## src/rtl/ex_muldiv.sv

```systemverilog
// ex_muldiv: multi-cycle multiply-accumulate / restoring-divide unit for the EX stage.
// Define MULDIV_DIV_EN to build the divider; without it DIV/DIVU return zero after two cycles.
module ex_muldiv #(
  parameter int WIDTH = 32,
  parameter int CNT_W = 6
) (
  input  logic               clk,
  input  logic               rst,
  input  logic               start,
  input  logic [2:0]         op,
  input  logic [WIDTH-1:0]   opdata1,
  input  logic [WIDTH-1:0]   opdata2,
  input  logic [WIDTH-1:0]   hi_i,
  input  logic [WIDTH-1:0]   lo_i,
  input  logic               annul,
  output logic               stallreq,
  output logic               done,
  output logic [2*WIDTH-1:0] result_o,
  output logic               busy
);

  localparam logic [2:0] OP_MADD  = 3'd0;
  localparam logic [2:0] OP_MADDU = 3'd1;
  localparam logic [2:0] OP_MSUB  = 3'd2;
  localparam logic [2:0] OP_MSUBU = 3'd3;
  localparam logic [2:0] OP_DIV   = 3'd4;
  localparam logic [2:0] OP_DIVU  = 3'd5;

  typedef enum logic [2:0] {IDLE, MACC, DIVRUN, DIVZERO, DONE} state_t;

  if ((1 << CNT_W) <= WIDTH) begin : g_cnt_w_check
    $error("ex_muldiv: CNT_W too small to count WIDTH divide steps");
  end

  state_t             state;
  logic               done_r;
  logic [2*WIDTH-1:0] result_r;
  logic [2*WIDTH-1:0] hilo_r;
  logic [2*WIDTH-1:0] prod_r;
  logic               sub_r;

  logic               op_legal;
  logic               is_div;
  logic               is_signed;
  logic               accept;
  logic [2*WIDTH-1:0] m1;
  logic [2*WIDTH-1:0] m2;

  assign op_legal  = !(op[2] && op[1]);
  assign is_div    = (op == OP_DIV) || (op == OP_DIVU);
  assign is_signed = (op == OP_MADD) || (op == OP_MSUB) || (op == OP_DIV);
  assign accept    = (state == IDLE) && start && !annul && op_legal;

  // Sign- or zero-extend to 2*WIDTH so one truncated multiply serves both signednesses.
  assign m1 = {{WIDTH{is_signed & opdata1[WIDTH-1]}}, opdata1};
  assign m2 = {{WIDTH{is_signed & opdata2[WIDTH-1]}}, opdata2};

  assign stallreq = start && op_legal && !done_r && !annul && !rst;
  assign done     = done_r;
  assign result_o = result_r;
  assign busy     = (state != IDLE);

`ifdef MULDIV_DIV_EN
  localparam logic [CNT_W-1:0] LAST_STEP = CNT_W'(WIDTH - 1);

  logic [CNT_W-1:0] cnt;
  logic [WIDTH-1:0] div_q, div_r, div_d;
  logic             neg_q, neg_r;
  logic [WIDTH-1:0] mag1, mag2;
  logic [WIDTH:0]   shifted, diff;
  logic [WIDTH-1:0] q_next, r_next;

  assign mag1 = (is_signed && opdata1[WIDTH-1]) ? -opdata1 : opdata1;
  assign mag2 = (is_signed && opdata2[WIDTH-1]) ? -opdata2 : opdata2;

  // One restoring step: shift in the next dividend bit, keep the difference if it did not borrow.
  always_comb begin
    // NOTE: every always_comb output gets a value on every path, so no latch is inferred.
    shifted = {div_r, div_q[WIDTH-1]};
    diff    = shifted - {1'b0, div_d};
    r_next  = shifted[WIDTH-1:0];
    q_next  = {div_q[WIDTH-2:0], 1'b0};
    if (!diff[WIDTH]) begin
      r_next = diff[WIDTH-1:0];
      q_next = {div_q[WIDTH-2:0], 1'b1};
    end
  end
`endif

  always_ff @(posedge clk) begin
    if (rst) begin
      // NOTE: datapath registers are cleared too, so result_o reads zero straight out of reset.
      state    <= IDLE;
      done_r   <= 1'b0;
      result_r <= '0;
      hilo_r   <= '0;
      prod_r   <= '0;
      sub_r    <= 1'b0;
`ifdef MULDIV_DIV_EN
      cnt      <= '0;
      div_q    <= '0;
      div_r    <= '0;
      div_d    <= '0;
      neg_q    <= 1'b0;
      neg_r    <= 1'b0;
`endif
    end else if (annul) begin
      state  <= IDLE;
      done_r <= 1'b0;
    end else begin
      done_r <= 1'b0;
      case (state)
        IDLE: begin
          if (accept) begin
            hilo_r <= {hi_i, lo_i};
            prod_r <= m1 * m2;
            sub_r  <= (op == OP_MSUB) || (op == OP_MSUBU);
            if (!is_div) begin
              state <= MACC;
`ifdef MULDIV_DIV_EN
            end else if (opdata2 == '0) begin
              state <= DIVZERO;
            end else begin
              state <= DIVRUN;
              cnt   <= '0;
              div_q <= mag1;
              div_r <= '0;
              div_d <= mag2;
              neg_q <= is_signed && (opdata1[WIDTH-1] ^ opdata2[WIDTH-1]);
              neg_r <= is_signed && opdata1[WIDTH-1];
`endif
            end else begin
              state <= DIVZERO;
            end
          end
        end
        MACC: begin
          result_r <= sub_r ? (hilo_r - prod_r) : (hilo_r + prod_r);
          state    <= DONE;
          done_r   <= 1'b1;
        end
        DIVRUN: begin
`ifdef MULDIV_DIV_EN
          div_q <= q_next;
          div_r <= r_next;
          cnt   <= cnt + CNT_W'(1);
          if (cnt == LAST_STEP) begin
            // Signed fix-up: quotient sign from the operand signs, remainder follows the dividend.
            result_r <= {(neg_r ? -r_next : r_next), (neg_q ? -q_next : q_next)};
            state    <= DONE;
            done_r   <= 1'b1;
          end
`else
          state <= IDLE;
`endif
        end
        DIVZERO: begin
          result_r <= '0;
          state    <= DONE;
          done_r   <= 1'b1;
        end
        DONE:    state <= IDLE;
        default: state <= IDLE;
      endcase
    end
  end

endmodule

```

## config.mk

```make
export PLATFORM = sky130hd
export DESIGN_NAME = ex_muldiv
export DESIGN_NICKNAME = d
export VERILOG_FILES = /design/src/rtl/ex_muldiv.sv
export SDC_FILE = /design/constraint.sdc
export NUM_CORES = 2
export LEC_CHECK = 0
export ABC_AREA = 1
export ABC_CLOCK_PERIOD_IN_PS = 8100
export CORE_MARGIN = 5
export CORE_UTILIZATION = 40
export DETAILED_ROUTE_END_ITERATION = 12
export DONT_BUFFER_PORTS = 1
export PLACE_DENSITY_LB_ADDON = 0.15
export REMOVE_ABC_BUFFERS = 1
export SLEW_MARGIN = 30
export SYNTH_ARGS = -nofsm -noshare
export SYNTH_HDL_FRONTEND = slang
export SYNTH_SLANG_ARGS = --single-unit
```

## constraint.sdc

```tcl
create_clock -name clk -period 8.1 [get_ports clk]
set_input_delay 0.81 -clock clk [delete_from_list [all_inputs] [get_ports clk]]
set_output_delay 0.81 -clock clk [all_outputs]
set_load 0.1 [all_outputs]
```

# After elaboration in Yosys (flattened, before gate mapping)
# Index checks and enable logic that the tools add are counted.
# Widths: inputs -> output; s select.
# op_classes
add_sub_neg	2
mul	1
eq_ne	7
n_mux	6
n_bitwise	3
reduce_logical	24
# ops
operator	n
$pmux 64 s2	1
$add 64x64->64	1
$mul 33x33->64	1
$mux 64	1
$sub 64x64->64	1
$eq 3x2->1 const B	3
$logic_and 1x1->1	8
$eq 3x3->1 const B	2
$logic_not 3->1	2
$pmux 3 s2	1
$logic_not 1->1	4
$logic_or 1x1->1	4
$reduce_or 2->1	2
$eq 3x1->1 const B	1
$mux 3	1
$reduce_and 3->1	1
$reduce_bool 3->1	1
$and 1x1->1	2
$mux 2	1
$ne 2x2->1 const B	1
$reduce_and 2->1	1
$reduce_bool 2->1	1
$mux 1	1
$not 1->1	1
# totals
reg_bits	197
input_bits	135
output_inout_bits	67
elab_cells	49

# Logic depth before layout (Yosys ltp)
# logic_depth
word_depth	6
mapped_depth	33
depth_no_buf	32

# Worst setup path before layout
# Ideal clock, no wire load.
# synth_timing
path_type	input to register
startpoint	input port op[1]
endpoint	register prod_r[58]
arrival_ns	7.776
t_required_ns	7.991
setup_slack_ns	0.215
stages	31
n_path_buf	2
cell_sequence	nand2_1 nand2_1 clkbuf_1 clkbuf_1 nor2_1 fa_1 inv_1 fa_1 inv_1 fa_1 fa_1 inv_1 fa_1 inv_1 fa_1 inv_1 fa_1 inv_1 fa_1 ha_1 nand2_1 nor2_1 inv_1 nor2_1 inv_1 nor4_1 nand2_1 nand4_1 nand3_1 nand2_1 inv_1
# synth_via
elab_chain_cells	5
elab_cells_between_ends	12
# synth_rtl
item	line_no	rtl
from (decl)	10	input logic [2:0] op,
$eq 3x2->1 / $logic_not 3->1 (equally long branches)	51	assign is_signed = (op == OP_MADD) || (op == OP_MSUB) || (op == OP_DIV);
$logic_or 1x1->1 (2 in a row)	51	
$and 1x1->1, on equally long branches	55, 56	
$mul 33x33->64	116	prod_r <= m1 * m2;
to (signal assigned)	116	
to (decl)	39	logic [2*WIDTH-1:0] prod_r;
# Parallel ways exist; a longest one is shown, timed or not.
# A chain may end at the register's enable or synchronous reset.

# Worst setup path after layout
# layout_timing
startpoint	input port op[1]
endpoint	register prod_r[62]
# Same word-level chain as after synthesis.

==> flow_summary.ini <==
[clocking]
cts.clk_slew.worst_paths_ps = 70
htree_levels = 4
cts-hold-fix-buffers = 0
clock_latency_ps = 470
clock_sinks = 197
cts_made_buffers = 17
cts_tree = built
cts-root-buf = clkbuf_16
clockBufferDepth = 2

[die]
start_util = 0.404
die_h_um = 375
dieWidth_um = 375
core-area_sq_um = 132000
rows = 133
dieArea_sq_um = 140000
pin_count = 202

[timing]
fin_skew_ps = 10.6
worst_pin_slew_ps = 1030
timing.final.crit_period_ps = 7690
setup_viol = 0
hold_violations = 0
relSlewSlack = 0.315
max_freq_mhz = 130
rsz0062_at_grt = no
period_share = 0.950
slew_viol_final = 0

[grt]
grt_pass1_vias = 47434
grt_max_degree = 104
grt_overflow_total = 0
grt_usage = 0.262
grt_pass1_wl_mm = 284
antenna_found_initial = 1

[route]
wl_met3_mm = 11.1
viasPerCell = 5.05
drt_first_pass_iters = 6
wl_per_cell_um = 20.5
vias = 44833
ant_nets = 0
top_layer = met5
drc = 0
routed_wl_mm = 182
route.met2.wl_mm = 86.0
drtIter0Drc = 3148
wl_met1_mm = 80.0

[finish]
fin_nets = 8647
drive_gt1_frac = 0.0296
fin_area_sq_um = 56000
fillers = 13947
area_delta_synth_final_pct = 5.20
fin_cells = 8878
insertedDiodeCount = 0

[logic_synthesis]
synth_compound_area_frac = 0.0639
synth_top_family_by_area = adder cells
async_flop_share = 0
synthXorXnorAreaFrac = 0.0142
synthSimpleGateAreaFrac = 0.205
syn_avg_cell_area_sq_um = 7.34
netlist-cell-type-count = 40
netlist_instances = 7255
synth_mux_area_frac = 0
synth.area.top_cells = fa_1, inv_1, nand2_1
yosysWarnings = 0
dominantRegCellSynth = dfxtp_1
ys_seq_area_frac = 0.0741
synth.largest_area_cell = fa_1
synth_fa_ha_area_frac = 0.488
synth_area_sq_um = 53200
synth-edff-count = 0
ys_seq_elements = 197
synth_top_area_frac = 0.424

[worst_hold_path]
hold_path.class = input port to flop
min_to = result_o[44]
min_path_cells = 1
hp-start = rst

[setup_path]
critical_path_arrival_ps = 8060
path_max_fanout = 11
r2r-end = result_o[58]
worst-r2r-setup-slack_ps = 3590
crit_top_cell = inv_1
slowest_stage = fa_2
path_class = input port to flop
crit_path_max_incr_delay_ps = 660
crit_required_ps = 8470
end_kind = flop
rr_startpoint = prod_r[1]
r2r_cells = 23
startpoint_type = input port

[placed_design]
placed_cell_area_sq_um = 55400
post-place-cells = 8842
hpwlAfterDp_mm = 152
place.gp.congestion = 0.957
io_buffers = 0

[run_status]
status = finished clean

[flow_run]
drv_cap = 0
## sequential cells by signal, indices dropped and copies added, names as in the netlist
signal and cells:
prod_r 64, sub_r 1, hilo_r 64, done 1, result_o 64, state 3
## cells by family (layout without fill, tap and decap cells)
kind of cell               after synthesis  count (layout)
and+or+nand+nor                       2729            2729
buffers and inverters                 2190            2058
adders and majority gates             1402            1402
AOI/OAI and AO/OA                      651             651
DFF                                    197             197
xor gates and xnor gates                86              86
## Yosys cell counts (2+ instances only)
cell      count
o21ai_2       4
xor2_1       77
o21ai_0     272
a21oi_1     315
nor4_1       13
fa_1       1126
nand2_2       2
o211ai_1      7
a21boi_0      3
o21a_1        6
a21o_1       13
o21bai_1     14
nor3b_1       3
buf_2         7
o31ai_1       6
ha_1        276
buf_1         3
inv_1      1888
or2_2        12
nor2_1      562
nor2_2        5
nand3b_1      7
nand3_1     241
nand2_1    1787
inv_2         2
a31oi_1       6
nand4_1      51
clkbuf_1    290
nand3_2       2
xnor2_1       9
dfxtp_1     197
nor2_4        2
nor3_1       36
o21ai_1       5
## worst max-delay path, delay by kind of cell
family                   cells  cell delay (ps)
AO/OA/AOI/OAI                2              140
adder cells (fa/ha/maj)      9             4490
AND/OR/NAND/NOR              9              890
buffers and inverters       15             1720
## metal layers
layer / up-vias / global-route usage
met4: 2 / 0.0642
li1: 20776 / -
met3: 254 / 0.0359
met1: 22405 / 0.357
met5: - / 0
met2: 1396 / 0.443
## how the worst max path moves through the flow
| stage | startpoint | cells past startpoint | end | slack [ps] |
|---|---|---|---|---|
| after floorplan | op[1] | 29 | prod_r[61] | 70 |
| final | op[1] | 35 | prod_r[62] | 410 |
| after CTS | op[1] | 31 | prod_r[60] | 240 |
| after global routing | op[1] | 32 | prod_r[58] | 20 |
| after detailed placement | op[1] | 31 | prod_r[60] | -290 |
| after global placement | op[1] | 32 | prod_r[58] | -200 |
## per-stage QoR
step                hold WS (ps)  worst slack, ps  TNS [ps]   util
global route                 370             20.1         0  0.425
floorplan                    438             73.5         0      -
detailed placement           461             -287      -839  0.420
CTS                          376              245         0  0.425
global placement             450             -196      -585  0.420
finish                       400              409         0  0.425
## repair_timing
action	4_1_cts	5_1_grt
buffers inserted	0	3
setup endpoints to repair	0	2
resized for setup	0	4
## cell type report
class,instances,area (sq um),area share
multi-input combinational,4868,41100,0.734
inverter,1890,7100,0.127
sequential,197,3950,0.0705
tap,1755,2200,0.0392
timing repair buffer,135,1110,0.0198
clock buffer,23,468,0.00836
clock inverter,9,92.6,0.00165
timing repair inverter,1,5.00,0.0000894
## cells in the final DEF (no fill, tap or decap), types with 7 or more instances in the layout
cell	synthesis	routed
nand4_1	51	51
o21ai_0	272	272
xor2_1	77	77
xnor2_1	9	9
nand3_1	241	241
nand3b_1	7	7
a21oi_1	315	315
clkbuf_16	0	18
a21o_1	13	13
dfxtp_1	197	193
nand2_1	1787	1786
fa_1	1126	1124
nor2_1	562	560
or2_2	12	12
o21bai_1	14	14
ha_1	276	276
inv_1	1888	1883
o211ai_1	7	7
nor4_1	13	13
nor3_1	36	36
nor2_2	5	7
buf_4	0	128
Power is not shown: default switching activity piles up to over one toggle a cycle in this logic, so the estimate is an artifact.
